--- src/rtl/calc1_pkg.sv ---
// calc1_pkg: shared command/response encodings, port FSM state type and
// small command-classification helpers for the calc1_core calculator.
package calc1_pkg;

  localparam int NPORT = 4;

  // Command encodings
  localparam logic [3:0] CMD_NOP = 4'd0;
  localparam logic [3:0] CMD_ADD = 4'd1;
  localparam logic [3:0] CMD_SUB = 4'd2;
  localparam logic [3:0] CMD_SHL = 4'd5;
  localparam logic [3:0] CMD_SHR = 4'd6;

  // Response encodings (3 is reserved and never produced)
  localparam logic [1:0] RESP_NONE = 2'd0;
  localparam logic [1:0] RESP_OK   = 2'd1;
  localparam logic [1:0] RESP_ERR  = 2'd2;

  typedef enum logic [1:0] {
    ST_IDLE = 2'd0,
    ST_OP2  = 2'd1,
    ST_PEND = 2'd2,
    ST_RESP = 2'd3
  } port_state_t;

  function automatic logic is_addsub(input logic [3:0] c);
    return (c == CMD_ADD) || (c == CMD_SUB);
  endfunction

  function automatic logic is_shift(input logic [3:0] c);
    return (c == CMD_SHL) || (c == CMD_SHR);
  endfunction

  function automatic logic is_valid_cmd(input logic [3:0] c);
    return is_addsub(c) || is_shift(c);
  endfunction

endpackage

--- src/rtl/calc1_port_ctrl.sv ---
// calc1_port_ctrl: one requester port. Captures command + operand 1, then
// operand 2, waits for a unit grant (or self-completes an invalid command),
// and presents the result for exactly one cycle from registered outputs.
// Handshake: the top sees a request whenever state_o == ST_PEND; gnt is
// asserted for a single cycle and is consumed on that edge (no back-pressure
// from the port side; res_data/res_resp are valid in the grant cycle only).
module calc1_port_ctrl
  import calc1_pkg::*;
#(
  parameter int DATA_W = 32
) (
  input  logic              clk,
  input  logic              reset,
  input  logic [3:0]        cmd_in,
  input  logic [0:DATA_W-1] data_in,
  input  logic              gnt,
  input  logic [0:DATA_W-1] res_data,
  input  logic [1:0]        res_resp,
  output logic [3:0]        cmd_o,
  output logic [0:DATA_W-1] op1_o,
  output logic [0:DATA_W-1] op2_o,
  output logic [0:DATA_W-1] out_data,
  output logic [1:0]        out_resp,
  output port_state_t       state_o
);

  port_state_t       state_q, state_d;
  logic [3:0]        cmd_q, cmd_d;
  logic [0:DATA_W-1] op1_q, op1_d;
  logic [0:DATA_W-1] op2_q, op2_d;
  logic [0:DATA_W-1] out_data_q, out_data_d;
  logic [1:0]        out_resp_q, out_resp_d;

  // Next-state, operand capture and output-register load
  always_comb begin
    state_d    = state_q;
    cmd_d      = cmd_q;
    op1_d      = op1_q;
    op2_d      = op2_q;
    out_data_d = '0;
    out_resp_d = RESP_NONE;
    case (state_q)
      ST_IDLE: begin
        if (cmd_in != CMD_NOP) begin
          cmd_d   = cmd_in;
          op1_d   = data_in;
          state_d = ST_OP2;
        end
      end
      ST_OP2: begin
        op2_d   = data_in;
        state_d = ST_PEND;
      end
      ST_PEND: begin
        if (!is_valid_cmd(cmd_q)) begin
          out_resp_d = RESP_ERR;
          state_d    = ST_RESP;
        end else if (gnt) begin
          out_data_d = res_data;
          out_resp_d = res_resp;
          state_d    = ST_RESP;
        end
      end
      ST_RESP: begin
        state_d = ST_IDLE;
      end
      default: begin
        state_d = ST_IDLE;
      end
    endcase
  end

  // State and output registers with synchronous reset
  always_ff @(posedge clk) begin
    if (reset) begin
      state_q    <= ST_IDLE;
      cmd_q      <= CMD_NOP;
      op1_q      <= '0;
      op2_q      <= '0;
      out_data_q <= '0;
      out_resp_q <= RESP_NONE;
    end else begin
      state_q    <= state_d;
      cmd_q      <= cmd_d;
      op1_q      <= op1_d;
      op2_q      <= op2_d;
      out_data_q <= out_data_d;
      out_resp_q <= out_resp_d;
    end
  end

  assign cmd_o    = cmd_q;
  assign op1_o    = op1_q;
  assign op2_o    = op2_q;
  assign out_data = out_data_q;
  assign out_resp = out_resp_q;
  assign state_o  = state_q;

endmodule

--- src/rtl/calc1_core.sv ---
// calc1_core: four-port integer calculator. Four port controllers share one
// add/sub unit and one shifter; each unit has its own fixed-priority arbiter
// (port1 highest). Buses use [0:DATA_W-1] numbering, bit 0 = MSB.
// Optional macro CALC1_CORE_SHIFT_OVF_EN: shl reports an error when any
// 1-bit is shifted out past bit 0; otherwise those bits are dropped.
module calc1_core
  import calc1_pkg::*;
#(
  parameter int DATA_W  = 32,
  parameter int SHAMT_W = 5
) (
  input  logic              c_clk,
  input  logic              reset,
  input  logic [3:0]        req1_cmd_in,
  input  logic [0:DATA_W-1] req1_data_in,
  input  logic [3:0]        req2_cmd_in,
  input  logic [0:DATA_W-1] req2_data_in,
  input  logic [3:0]        req3_cmd_in,
  input  logic [0:DATA_W-1] req3_data_in,
  input  logic [3:0]        req4_cmd_in,
  input  logic [0:DATA_W-1] req4_data_in,
  output logic [0:DATA_W-1] out_data1,
  output logic [1:0]        out_resp1,
  output logic [0:DATA_W-1] out_data2,
  output logic [1:0]        out_resp2,
  output logic [0:DATA_W-1] out_data3,
  output logic [1:0]        out_resp3,
  output logic [0:DATA_W-1] out_data4,
  output logic [1:0]        out_resp4
);

  logic [3:0]        cmd_in_a   [NPORT];
  logic [0:DATA_W-1] data_in_a  [NPORT];
  logic [3:0]        cmd_a      [NPORT];
  logic [0:DATA_W-1] op1_a      [NPORT];
  logic [0:DATA_W-1] op2_a      [NPORT];
  logic [0:DATA_W-1] res_data_a [NPORT];
  logic [1:0]        res_resp_a [NPORT];
  logic [0:DATA_W-1] out_data_a [NPORT];
  logic [1:0]        out_resp_a [NPORT];
  port_state_t       port_state [NPORT];

  logic [NPORT-1:0] add_req, shf_req, add_gnt, shf_gnt, gnt_a;

  logic [3:0]         add_cmd, shf_cmd;
  logic [0:DATA_W-1]  add_op1, add_op2, shf_op1;
  logic [SHAMT_W-1:0] shf_amt;
  logic [DATA_W:0]    add_sum;
  logic [0:DATA_W-1]  add_data, shf_data;
  logic [1:0]         add_resp, shf_resp;
`ifdef CALC1_CORE_SHIFT_OVF_EN
  logic [2*DATA_W-1:0] shf_wide;
`endif

  assign cmd_in_a[0]  = req1_cmd_in;
  assign cmd_in_a[1]  = req2_cmd_in;
  assign cmd_in_a[2]  = req3_cmd_in;
  assign cmd_in_a[3]  = req4_cmd_in;
  assign data_in_a[0] = req1_data_in;
  assign data_in_a[1] = req2_data_in;
  assign data_in_a[2] = req3_data_in;
  assign data_in_a[3] = req4_data_in;

  for (genvar g = 0; g < NPORT; g++) begin : g_port
    assign add_req[g]    = (port_state[g] == ST_PEND) && is_addsub(cmd_a[g]);
    assign shf_req[g]    = (port_state[g] == ST_PEND) && is_shift(cmd_a[g]);
    assign gnt_a[g]      = add_gnt[g] | shf_gnt[g];
    assign res_data_a[g] = add_gnt[g] ? add_data : shf_data;
    assign res_resp_a[g] = add_gnt[g] ? add_resp : shf_resp;

    calc1_port_ctrl #(.DATA_W(DATA_W)) u_port (
      .clk      (c_clk),
      .reset    (reset),
      .cmd_in   (cmd_in_a[g]),
      .data_in  (data_in_a[g]),
      .gnt      (gnt_a[g]),
      .res_data (res_data_a[g]),
      .res_resp (res_resp_a[g]),
      .cmd_o    (cmd_a[g]),
      .op1_o    (op1_a[g]),
      .op2_o    (op2_a[g]),
      .out_data (out_data_a[g]),
      .out_resp (out_resp_a[g]),
      .state_o  (port_state[g])
    );
  end

  // Fixed-priority arbiters (lowest index wins) and one-hot operand muxes
  always_comb begin
    add_gnt = '0;
    shf_gnt = '0;
    add_cmd = CMD_NOP;
    add_op1 = '0;
    add_op2 = '0;
    shf_cmd = CMD_NOP;
    shf_op1 = '0;
    shf_amt = '0;
    for (int i = 0; i < NPORT; i++) begin
      if (add_req[i] && (add_gnt == '0)) begin
        add_gnt[i] = 1'b1;
        add_cmd    = cmd_a[i];
        add_op1    = op1_a[i];
        add_op2    = op2_a[i];
      end
      if (shf_req[i] && (shf_gnt == '0)) begin
        shf_gnt[i] = 1'b1;
        shf_cmd    = cmd_a[i];
        shf_op1    = op1_a[i];
        shf_amt    = op2_a[i][DATA_W-SHAMT_W:DATA_W-1];
      end
    end
  end

  // Unsigned add/sub with carry-out and underflow detection
  always_comb begin
    add_sum  = {1'b0, add_op1} + {1'b0, add_op2};
    add_data = '0;
    add_resp = RESP_OK;
    if (add_cmd == CMD_SUB) begin
      if (add_op2 > add_op1) add_resp = RESP_ERR;
      else                   add_data = add_op1 - add_op2;
    end else begin
      if (add_sum[DATA_W]) add_resp = RESP_ERR;
      else                 add_data = add_sum[DATA_W-1:0];
    end
  end

  // Logical shifter; optional overflow check on shl
  always_comb begin
    shf_resp = RESP_OK;
    if (shf_cmd == CMD_SHL) shf_data = shf_op1 << shf_amt;
    else                    shf_data = shf_op1 >> shf_amt;
`ifdef CALC1_CORE_SHIFT_OVF_EN
    shf_wide = {{DATA_W{1'b0}}, shf_op1} << shf_amt;
    if ((shf_cmd == CMD_SHL) && (|shf_wide[2*DATA_W-1:DATA_W])) begin
      shf_resp = RESP_ERR;
      shf_data = '0;
    end
`endif
  end

  assign out_data1 = out_data_a[0];
  assign out_resp1 = out_resp_a[0];
  assign out_data2 = out_data_a[1];
  assign out_resp2 = out_resp_a[1];
  assign out_data3 = out_data_a[2];
  assign out_resp3 = out_resp_a[2];
  assign out_data4 = out_data_a[3];
  assign out_resp4 = out_resp_a[3];

endmodule

--- config.mk ---
export PLATFORM = sky130hd
export DESIGN_NAME = calc1_core
export DESIGN_NICKNAME = d
export VERILOG_FILES = /design/src/rtl/calc1_pkg.sv /design/src/rtl/calc1_port_ctrl.sv /design/src/rtl/calc1_core.sv
export SDC_FILE = /design/constraint.sdc
export NUM_CORES = 1
export LEC_CHECK = 0
export CAP_MARGIN = 10
export CORE_MARGIN = 4
export CORE_UTILIZATION = 32
export DETAILED_ROUTE_END_ITERATION = 16
export HOLD_SLACK_MARGIN = 0.1
export PLACE_DENSITY = 0.5
export SLEW_MARGIN = 20
export SYNTH_ARGS = -nofsm -noshare
export SYNTH_HDL_FRONTEND = slang
export SYNTH_HIERARCHICAL = 1
export SYNTH_SLANG_ARGS = --single-unit
--- constraint.sdc ---
create_clock -name c_clk -period 11.6 [get_ports c_clk]
set_input_delay 1.16 -clock c_clk [delete_from_list [all_inputs] [get_ports c_clk]]
set_output_delay 1.16 -clock c_clk [all_outputs]
set_load 0.01 [all_outputs]
==> out/results.ini <==
[timing]
worst_pin_slew_ps = 1020
relSlewSlack_pct = 31.8
hold_viol = 0
finalCritPeriodShare_pct = 67.4
grt_setup_unrepaired = false
holdWs_ps = 456
slew_viol_final = 0
setup_violations = 0
fmax_mhz = 128
fin_skew_ps = 56.9
setup_tns_ps = 0
fin_crit_ps = 7820

[worst_setup_path]
worstPathMaxFanout = 41
r2r_end = g_port[0].u_port/out_data[0]
cp_data_required_time_ps = 12150
worstPathArrival_ps = 8370
slowest_stage = and2_2
critPathBufInv = 2
r2r-start = g_port[1].u_port/state_o[1]
crit_type = reg2reg
cp_common_cell = buf_4
max_stage_delay_ps = 710
path_cells = nor4b_1, and2_2, buf_4, nor2_1, nand2_2, o22ai_1, ha_1, fa_1, a21o_1, a221oi_4, o221ai_2, a31oi_4, a21oi_2, a2111oi_4, o21ai_2, buf_4, o21a_1, a21oi_1, mux2_2, and2_1
cp-start-kind = register
rr_worst_depth = 20
r2r_slack_ps = 3780
cp-end-kind = register
cp_top_family = compound AO/OA/AOI/OAI gates

[synth]
async_flop_share_pct = 0
ys_top_cells_by_area = dfxtp_1 33%, mux2i_1 9.0%, nor2_1 5.5%
synthCells = 3115
synthMostInstantiatedCell = dfxtp_1
synth-seq-cells = 416
syn_nets = 3340
post_synth.cell_area_avg_um2 = 8.22
synth_flop_cell = dfxtp_1
yosys.area.top_type = dfxtp_1
ys_warn_count = 6
synth_top_area_share_pct = 32.5
seq_area_frac_synth_pct = 32.5
synth_area_um2 = 25600
yosys-top-cells-count = 416 x dfxtp_1, 377 x nor2_1, 373 x nand2_1, 235 x a21oi_1, 230 x mux2i_1
synth_edf_count = 0
ys_types = 101

[drt]
dr.pass1.iters = 6
dr_total_vias = 25000
routed_wl_um = 113000
via_per_inst = 5.73
wl_per_cell_um = 25.9
route.detailed.drc = 0
drt_iter0_drc = 2712
final_antenna_net_count = 0

[clocking]
cts.sinks = 416
clock_latency_ps = 650
path_clk_slew_ps = 60
cts_tree = yes
cts_buffers = 51
post_cts_resize_count = 0
postCtsSetupBuffers = 0
cts_buffer_depth = 3
h-tree-depth = 2
cts-root-buf = clkbuf_16
hold_buffers = 0

[die]
die_area_um2 = 84600
io_pins = 282
row_count = 103
core-area_um2 = 79100
start_util_pct = 32.4
die_y_um = 291
die_w_um = 291

[global_routing]
antenna_found_initial = 1
grt_remaining_overflow = 0
grt_util_all_layers_pct = 25.3
first_global_vias = 23800
grt_pass1_wl_um = 164000
grt_max_degree = 126

[run_status]
run_status = completed

[worst_hold_path]
worstHoldStart = g_port[3].u_port/op1_o[22]
hold_end = g_port[3].u_port/op1_o[22]
hp-class = reg2reg
holdPathStages = 2

[final_layout]
syn2layout_area_growth_pct = 21.1
drive_above_1_share_pct = 10.6
finish.net_count = 3487
num-fill-cells = 8234

[placed_design]
numPortBuffers = 281
dp_hpwl_um = 83900
gp_congestion = 0.946

[flow_run]
maxCapViolations = 0

[pwr]
vdd_drop_max_mv = 0.152
powerDensity_nw_per_um2 = 208
p_leak_nw = 12.1

## how the worst max path moves through the flow
| stage | start | slack (ps) | end | depth (start not counted) |
|---|---|---|---|---|
| after floorplan | g_port[1].u_port/cmd_o[3] | 6190 | g_port[0].u_port/out_data[5] | 21 |
| after global placement | g_port[1].u_port/cmd_o[3] | 3930 | g_port[3].u_port/out_resp[1] | 18 |
| after detailed placement | g_port[1].u_port/cmd_o[3] | 3960 | g_port[1].u_port/out_data[18] | 20 |
| after CTS | g_port[1].u_port/state_o[1] | 3940 | g_port[1].u_port/out_data[18] | 20 |
| after global routing | g_port[1].u_port/cmd_o[3] | 3340 | g_port[1].u_port/out_data[18] | 20 |
| final | g_port[1].u_port/state_o[1] | 3780 | g_port[0].u_port/out_data[0] | 20 |
## layer usage
layer  part of all wire, %  up-vias  GRT usage, %  wire length, µm
li1                      -    11500             -                -
met1                    42    12000          32.7            47300
met2                    46     1165          42.5            52300
met3                   6.8      233          3.64             7680
met4                   4.8        0          10.2             5440
met5                     0        -             0                0
## layout by cell type (no fill, tap or decap), types with 25 or more instances in the layout
cell,Yosys,routed
nor3_1,29,25
ha_1,77,73
dfxtp_1,416,416
nand4_1,36,36
inv_1,113,113
nand2_1,373,369
a221oi_1,51,51
o21ai_0,38,38
a22oi_1,74,74
clkbuf_16,0,51
a21oi_1,235,235
a21o_1,25,25
a211oi_1,26,26
o221ai_1,32,32
and2_1,140,137
nor2_1,377,375
a221o_1,38,38
nand3_1,25,25
clkdlybuf4s50_1,0,280
mux2_2,108,108
o22ai_1,43,42
buf_4,10,50
o311ai_0,25,25
mux2i_1,230,230
a21oi_2,27,27
## cells by family (layout without fill, tap and decap cells)
group | count (synthesis) | count (layout) | synth area share, %
AND/OR/NAND/NOR | 1095 | 1095 | 19.5
AO/OA/AOI/OAI | 818 | 818 | 23.6
flip-flops | 416 | 416 | 32.5
buffers and inverters | 351 | 540 | 5.97
multiplexers | 344 | 344 | 14.0
adder cells (fa/ha/maj) | 79 | 79 | 3.92
XOR/XNOR | 12 | 12 | 0.440
other | 0 | 3 | 0
## sequential cells by signal, indices dropped and copies added, names as in the netlist
register and cells:
g_port.u_port/op1_o 128, g_port.u_port/out_resp 8, g_port.u_port/op2_o 128, g_port.u_port/out_data 128, g_port.u_port/state_o 8, g_port.u_port/cmd_o 16
## worst reg2reg max path, cell delays in order (launching register included)
cell,delay [ps]
dfxtp_1,410
nor4b_1,510
and2_2,710
buf_4,610
nor2_1,170
nand2_2,680
o22ai_1,260
ha_1,300
fa_1,530
a21o_1,270
a221oi_4,390
o221ai_2,260
a31oi_4,280
a21oi_2,140
a2111oi_4,590
o21ai_2,190
buf_4,280
o21a_1,230
a21oi_1,590
mux2_2,270
and2_1,110
## metrics by stage
step	power [mW]	setup WS (ps)	area [µm²]	instances	util, %
after global routing	6.79	3340	31000	4355	39.2
after floorplan	3.76	6190	25600	3115	-
final	6.47	3780	31000	4357	39.2
after detailed placement	4.65	3960	29100	4259	36.8
after CTS	6.45	3940	31000	4354	39.2
after global placement	4.66	3930	29100	4259	36.8
## cell type report
type / instances / area (µm²) / share of cell area [%]
Multi-Input combinational cell: 2348 / 15900 / 51.1
Sequential cell: 416 / 8330 / 26.8
Timing Repair Buffer: 331 / 3190 / 10.3
Clock buffer: 69 / 1410 / 4.56
Tap cell: 1050 / 1310 / 4.23
Clock inverter: 26 / 479 / 1.54
Inverter: 114 / 428 / 1.38
Antenna cell: 3 / 7.51 / 0.0242
## where the power goes
part           switching, mW  total [mW]  internal [mW]  leakage (nW)
clock                  0.694        1.78           1.09         0.918
sequential             0.257        1.94           1.68          3.40
combinational           1.82        2.75          0.932          7.75
No activity file was read; power rests on OpenSTA's default activity.
